`src/rtl/icache_refill_ctrl_pkg.sv`:
```
// Shared widths and FSM encoding for the instruction-cache refill controller.
package icache_refill_ctrl_pkg;

    localparam int ADDR_W = 32;
    localparam int INST_W = 32;
    localparam int BYTE_W = 8;
    localparam int LANES  = INST_W / BYTE_W;
    localparam int CNT_W  = $clog2(LANES);

    typedef enum logic [1:0] {
        ST_IDLE  = 2'd0,
        ST_FETCH = 2'd1,
        ST_FILL  = 2'd2
    } state_t;

endpackage

```
`src/rtl/icache_refill_ctrl.sv`:
```
// Fetch-side initiator: serves IF from the direct-mapped I-cache and, on a miss,
// assembles a word from four byte reads and writes it back into the cache.
module icache_refill_ctrl
    import icache_refill_ctrl_pkg::*;
(
    input  logic              clk,
    input  logic              rst,
    input  logic              rdy,
    input  logic              req_i,
    input  logic [ADDR_W-1:0] pc_i,
    input  logic              flush_i,
    output logic              inst_valid_o,
    output logic [INST_W-1:0] inst_o,
    output logic [ADDR_W-1:0] cache_addr_o,
    input  logic [INST_W-1:0] cache_data_i,
    input  logic              cache_hit_i,
    output logic              cache_we_o,
    output logic [INST_W-1:0] cache_wdata_o,
    output logic              mem_req_o,
    output logic [ADDR_W-1:0] mem_addr_o,
    input  logic [BYTE_W-1:0] mem_byte_i,
    input  logic              mem_ack_i
);

    state_t              state_reg, state_next;
    logic [CNT_W-1:0]    cnt_reg, cnt_next;
    logic [ADDR_W-1:0]   pc_reg, pc_next;
    logic [INST_W-1:0]   fill_buf_reg, fill_buf_next;
    logic                inst_valid_reg, inst_valid_next;
    logic [INST_W-1:0]   inst_reg, inst_next;
    logic                byte_we;

    // A byte is only captured while fetching, unfrozen and not being redirected.
    assign byte_we = rdy && !flush_i && (state_reg == ST_FETCH) && mem_ack_i;

    generate
        for (genvar gi = 0; gi < LANES; gi++) begin : g_lane
            assign fill_buf_next[gi*BYTE_W +: BYTE_W] =
                (byte_we && (cnt_reg == CNT_W'(gi))) ? mem_byte_i
                                                     : fill_buf_reg[gi*BYTE_W +: BYTE_W];
        end
    endgenerate

    always_ff @(posedge clk or negedge rst) begin
        if (!rst) begin
            state_reg      <= ST_IDLE;
            cnt_reg        <= '0;
            pc_reg         <= '0;
            fill_buf_reg   <= '0;
            inst_valid_reg <= 1'b0;
            inst_reg       <= '0;
        end else begin
            state_reg      <= state_next;
            cnt_reg        <= cnt_next;
            pc_reg         <= pc_next;
            fill_buf_reg   <= fill_buf_next;
            inst_valid_reg <= inst_valid_next;
            inst_reg       <= inst_next;
        end
    end

    always_comb begin
        state_next      = state_reg;
        cnt_next        = cnt_reg;
        pc_next         = pc_reg;
        inst_valid_next = 1'b0;
        inst_next       = inst_reg;
        if (!rdy) begin
            inst_valid_next = inst_valid_reg;
        end else if (flush_i) begin
            // Redirect wins everywhere: drop the fetch and any pending response.
            state_next = ST_IDLE;
            cnt_next   = '0;
        end else begin
            case (state_reg)
                ST_IDLE: begin
                    if (req_i) begin
                        pc_next = pc_i;
                        if (cache_hit_i) begin
                            inst_valid_next = 1'b1;
                            inst_next       = cache_data_i;
                        end else begin
                            state_next = ST_FETCH;
                            cnt_next   = '0;
                        end
                    end
                end
                ST_FETCH: begin
                    if (mem_ack_i) begin
                        cnt_next = cnt_reg + CNT_W'(1);
                        if (cnt_reg == CNT_W'(LANES - 1)) begin
                            state_next = ST_FILL;
                        end
                    end
                end
                ST_FILL: begin
                    inst_valid_next = 1'b1;
                    inst_next       = fill_buf_reg;
                    state_next      = ST_IDLE;
                end
                default: begin
                    state_next = ST_IDLE;
                    cnt_next   = '0;
                end
            endcase
        end
    end

    // Lookup follows the live PC while idle so a hit costs only one cycle.
    assign cache_addr_o  = !rst ? '0 : ((state_reg == ST_IDLE) ? pc_i : pc_reg);
    assign cache_we_o    = (state_reg == ST_FILL);
    assign cache_wdata_o = fill_buf_reg;
    assign mem_req_o     = (state_reg == ST_FETCH);
    assign mem_addr_o    = {pc_reg[ADDR_W-1:CNT_W], cnt_reg};
    assign inst_valid_o  = inst_valid_reg;
    assign inst_o        = inst_reg;

endmodule

```
`config.mk`:
```
export PLATFORM = sky130hd
export DESIGN_NAME = icache_refill_ctrl
export DESIGN_NICKNAME = d
export VERILOG_FILES = /design/src/rtl/icache_refill_ctrl_pkg.sv /design/src/rtl/icache_refill_ctrl.sv
export SDC_FILE = /design/constraint.sdc
export NUM_CORES = 1
export LEC_CHECK = 0
export BUFFER_PORTS_ARGS = -buffer_cell sky130_fd_sc_hd__buf_2
export CORE_MARGIN = 4
export CORE_UTILIZATION = 41
export DETAILED_ROUTE_END_ITERATION = 12
export PLACE_DENSITY = 0.68
export SETUP_SLACK_MARGIN = 0.15
export SLEW_MARGIN = 25
export SYNTH_ARGS = -nofsm -noshare
export SYNTH_HDL_FRONTEND = slang
export SYNTH_SLANG_ARGS = --single-unit
```
`constraint.sdc`:
```
create_clock -name clk -period 1.6 [get_ports clk]
set_input_delay 0.16 -clock clk [delete_from_list [all_inputs] [get_ports clk]]
set_output_delay 0.16 -clock clk [all_outputs]
set_load 0.03 [all_outputs]
```
=== Word-level counts from Yosys, hierarchy flattened ===
Cells that the tools add are included.

* Add/subtract/negate cells: 1
* Equality and inequality tests: 12
* Multiplexer cells: 20
* Bitwise operators: 1
* Reductions and logical operators: 15

{| class="wikitable"
|+ Operators with widths
! cell !! count
|-
| $mux 32 || 4
|-
| $pmux 32 s2 || 1
|-
| $mux 2 || 9
|-
| $reduce_and 5->1 || 3
|-
| $logic_and 1x1->1 || 7
|-
| $eq 2x2->1 const B || 3
|-
| $ne 2x2->1 const B || 3
|-
| $ne 3x2->1 const B || 2
|-
| $ne 3x3->1 const B || 2
|-
| $pmux 2 s3 || 1
|-
| $eq 2x1->1 const B || 2
|-
| $logic_not 2->1 || 2
|-
| $pmux 2 s2 || 1
|-
| $reduce_and 4->1 || 1
|-
| $mux 1 || 3
|-
| $add 2x1->2 const B || 1
|-
| $pmux 1 s2 || 1
|-
| $reduce_bool 2->1 || 1
|-
| $logic_not 1->1 || 1
|-
| $not 1->1 || 1
|}

* Register bits: 101

=== Depth between registers and ports, before layout ===
* Depth after elaboration: 5
* Mapped depth: 6

=== Worst setup path after synthesis ===
OpenSTA, ideal clock, no wires.

* Path type: flip-flop to output port
* Start point: register state_reg[0]
* End point: output port cache_addr_o[10]
* Arrival: 1.813 ns
* Required time: 1.440 ns
* Path slack: -0.373 ns
* Stages on the path, launching flop included: 7
* Buffers on the path: 3
* Path through: dfrtp_1 > buf_2 > or2_2 > clkbuf_1 > clkbuf_1 > nand2_1 > a21boi_0

* Longest elaborated chain between the ends: 3

{| class="wikitable"
|+ RTL lines
! what !! RTL line !! RTL
|-
| start: declaration || icache_refill_ctrl.sv:25 || <nowiki>state_t state_reg, state_next;</nowiki>
|-
| start signal: assignment || icache_refill_ctrl.sv:53 || <nowiki>state_reg <= state_next;</nowiki>
|-
| $logic_not 2->1 || icache_refill_ctrl.sv:110 || <nowiki>assign cache_addr_o = !rst ? '0 : ((state_reg == ST_IDLE) ? pc_i : pc_reg);</nowiki>
|-
| $mux 32 (2 in series) || icache_refill_ctrl.sv:110 ||
|-
| end: declaration || icache_refill_ctrl.sv:14 || <nowiki>output logic [ADDR_W-1:0] cache_addr_o,</nowiki>
|}

No other way between the ends.

=== Final worst setup path ===
* Start point: register state_reg[1]
* End point: register fill_buf_reg[20], in the netlist cache_wdata_o[20]

* Longest elaborated chain between the ends: 4

{| class="wikitable"
|+ RTL lines
! what !! RTL line !! RTL
|-
| $eq 2x1->1 || icache_refill_ctrl.sv:34 || <nowiki>assign byte_we = rdy && !flush_i && (state_reg == ST_FETCH) && mem_ack_i;</nowiki>
|-
| $logic_and 1x1->1 (2 in series) || icache_refill_ctrl.sv:34 ||
|-
| $logic_and 1x1->1 || icache_refill_ctrl.sv:39 || <nowiki>(byte_we && (cnt_reg == CNT_W'(gi))) ? mem_byte_i</nowiki>
|-
| end signal: assignment || icache_refill_ctrl.sv:56 || <nowiki>fill_buf_reg <= fill_buf_next;</nowiki>
|-
| end: declaration || icache_refill_ctrl.sv:28 || <nowiki>logic [INST_W-1:0] fill_buf_reg, fill_buf_next;</nowiki>
|}

No other way between the ends.
A chain may end at the register's enable or synchronous reset.

==> results.cfg <==
[critical_path]
path_cells = buf_4 -> buf_6 -> and3b_2 -> and3_4 -> mux2_4
cp-end-kind = flip-flop
cp_num_cells = 5
worst_path_largest_cell_delay_ns = 0.45
worstReg2RegStart = state_reg[1]
worstSetupPathType = reg -> reg
cp.required_ns = 1.83
cp-startpoint = state_reg[1]
path_buf_inv = 2
cp_max_fo = 8
cp-start-kind = flip-flop
r2r_cells = 5
cp_top_family = simple AND/OR/NAND/NOR gates
worst_path_max_delay_cell = dfrtp_2
arrival_ns = 2.04

[worst_hold_path]
hp-start = rdy
hold_class = in -> reg
min_path_cells = 2

[drt]
totalWireLength_um = 16100
drtPass1Iterations = 4
drc = 0
avgViaCountPerCell = 5.07
ant_nets = 0
drtIter0Drc = 172
vias = 4082
avgRoutedWirePerCell_um = 20.0

[synthesis]
yosysSeqAreaShare = 0.482
netlist_instances = 415
async_reset_ff_frac = 1.00
synth-edff-count = 0
yosys_register_bits = 101
ys.flop_type = dfrtp_1
synth_area_um2 = 5240
synth.avg_cell_area_um2 = 12.6
synth_cell_types = 30
yosys_warnings = 0
syn_nets = 498

[sta]
layout_min_cycle_time_ns = 1.81
skew_ns = 0.00718
drv_slew = 0
setup_viol = 131
worstMarginPinSlew_ns = 0.813
tns_ns = -15.45
hold_violations = 0
slew_headroom = 0.456
rsz0062_at_grt = true
clock.fmax_ghz = 0.553
worst_slack_ns = -0.209
timing.final.crit_share = 1.13

[floorplan]
pin_count = 210
die_area_um2 = 14600
rows = 41
coreArea_um2 = 12600
die_x_um = 121
start_util = 0.417
dieHeight_um = 121

[power_and_ir_drop]
power_density_nw_per_um2 = 1140
power_w = 0.00927
ir_drop_v = 0.000956
leakage_nw = 4.25

[global_routing]
grt_pass1_vias = 4190
use_met2 = 0.345
grt_pass1_wl_um = 22800
grt_max_degree = 72
grt_usage = 0.201
use_met3 = 0.0606
top_usage_layer = met2
met1_usage = 0.243
gr-total-overflow = 0
antenna_found_initial = 0

[clocking]
clk_pin_slew_ns = 0.07
clock_sinks = 101
cts_root_buf = clkbuf_16
htree_levels = 3
cts_max_path_buffers = 2
tritoncts = yes
clock_latency_ns = 0.34
cts_buffers = 9

[cells_and_area]
synthToLayoutAreaGrowth_pct = 55.5
fin_util = 0.648
drive_above_1_share = 0.760
fillers = 961
antenna_cells = 0
nets = 711

[placed_design]
place_hpwl_um = 10100
io_buffers = 209
place_congestion = 0.777
post-place-ws_ns = -0.0661

[job]
cap_viol_max_count = 0

[outcome]
outcome = finished with violations
violations = setup timing
[stage by stage]
stage               area [um2]  std cells  hold slack [ns]
finish                    8150        805           0.0209
global route              8150        805           0.0321
CTS                       7570        791           0.0180
detailed placement        6720        756          0.00791
global placement          6720        756          0.00786
floorplan                 5660        415           -0.136
[power breakdown]
part           internal [W]  leakage [nW]  switching [W]
Sequential          0.00308          1.26       0.000429
Combinational       0.00155          2.87        0.00215
Clock               0.00110         0.128       0.000961
Total               0.00573          4.25        0.00354
[worst reg2reg max path: stages (launching register included)]
cell	delay, ns
dfrtp_2	0.45
buf_4	0.15
buf_6	0.12
and3b_2	0.32
and3_4	0.33
mux2_4	0.32
[final cells by class]
| class | instances | area [um2] | area share |
|---|---|---|---|
| multi-input cells | 254 | 3110 | 0.381 |
| flip-flops and latches | 101 | 2530 | 0.311 |
| repair buffers | 256 | 1990 | 0.245 |
| clock buffers | 11 | 243 | 0.0298 |
| well taps | 172 | 215 | 0.0264 |
| clock inverters | 5 | 36.3 | 0.00445 |
| inverters | 6 | 22.5 | 0.00276 |
[Yosys cell counts (all sizes together) (2+ instances only)]
| master | count | area share |
|---|---|---|
| mux2 | 128 | 0.31 |
| dfrtp | 101 | 0.48 |
| nand2 | 64 | 0.046 |
| buf | 45 | 0.062 |
| a21boi | 32 | 0.046 |
| clkbuf | 10 | 0.0072 |
| inv | 6 | 0.0043 |
| ha | 4 | 0.0096 |
| nand3 | 4 | 0.0057 |
| nor2 | 3 | 0.0021 |
| a21oi | 2 | 0.0019 |
| and3 | 2 | 0.0024 |
| nor2b | 2 | 0.0024 |
[placed cells by master (no fill, tap or decap), types with 2 or more instances in the layout]
cell type	n
buf_2	174
dfrtp_1	97
mux2_4	90
buf_6	44
mux2_2	38
a21boi_4	30
nand2_1	29
nand2_2	19
nand2_4	16
clkbuf_16	16
buf_4	12
buf_12	10
inv_1	5
dlygate4sd3_1	5
nand3_4	4
ha_1	4
buf_16	4
dfrtp_2	4
clkinvlp_4	3
a21boi_2	2
and3_4	2
nor2_1	2
[logic make-up (layout without fill, tap and decap cells)]
kind of cell / count (synthesis) / after routing / share of synthesized area
muxes: 128 / 128 / 0.307
DFF: 101 / 101 / 0.482
and+or+nand+nor: 80 / 81 / 0.0683
buffers and inverters: 61 / 278 / 0.0733
AOI/OAI and AO/OA: 41 / 41 / 0.0590
adders and majority gates: 4 / 4 / 0.00955
[worst paths after layout]
kind,slack [ns],to
worst max-delay path,-0.21,cache_wdata_o[20]
worst min-delay path,0.02,state_reg[1]
worst max register to register,-0.21,cache_wdata_o[20]
worst min register to register,0.49,inst_valid_o
max in group asynchronous,0.38,pc_reg[22]
min in group asynchronous,0.05,state_reg[0]
[layer usage]
metal	routed length (um)	up-vias
met5	0	-
met4	391	0
met3	951	26
met2	8240	137
met1	6530	2087
li1	-	1832
[timing repair]
action / 4_1_cts / 5_1_grt
cloned: 5 / 8
endpoints found under the setup margin: 102 / 133
pin swaps: 5 / 15
hold buffers: 5 / 0
buffers inserted: 9 / 6
hold endpoints to repair: 30 / 0
resized for setup: 101 / 96
(Power assumes the default switching activity.)
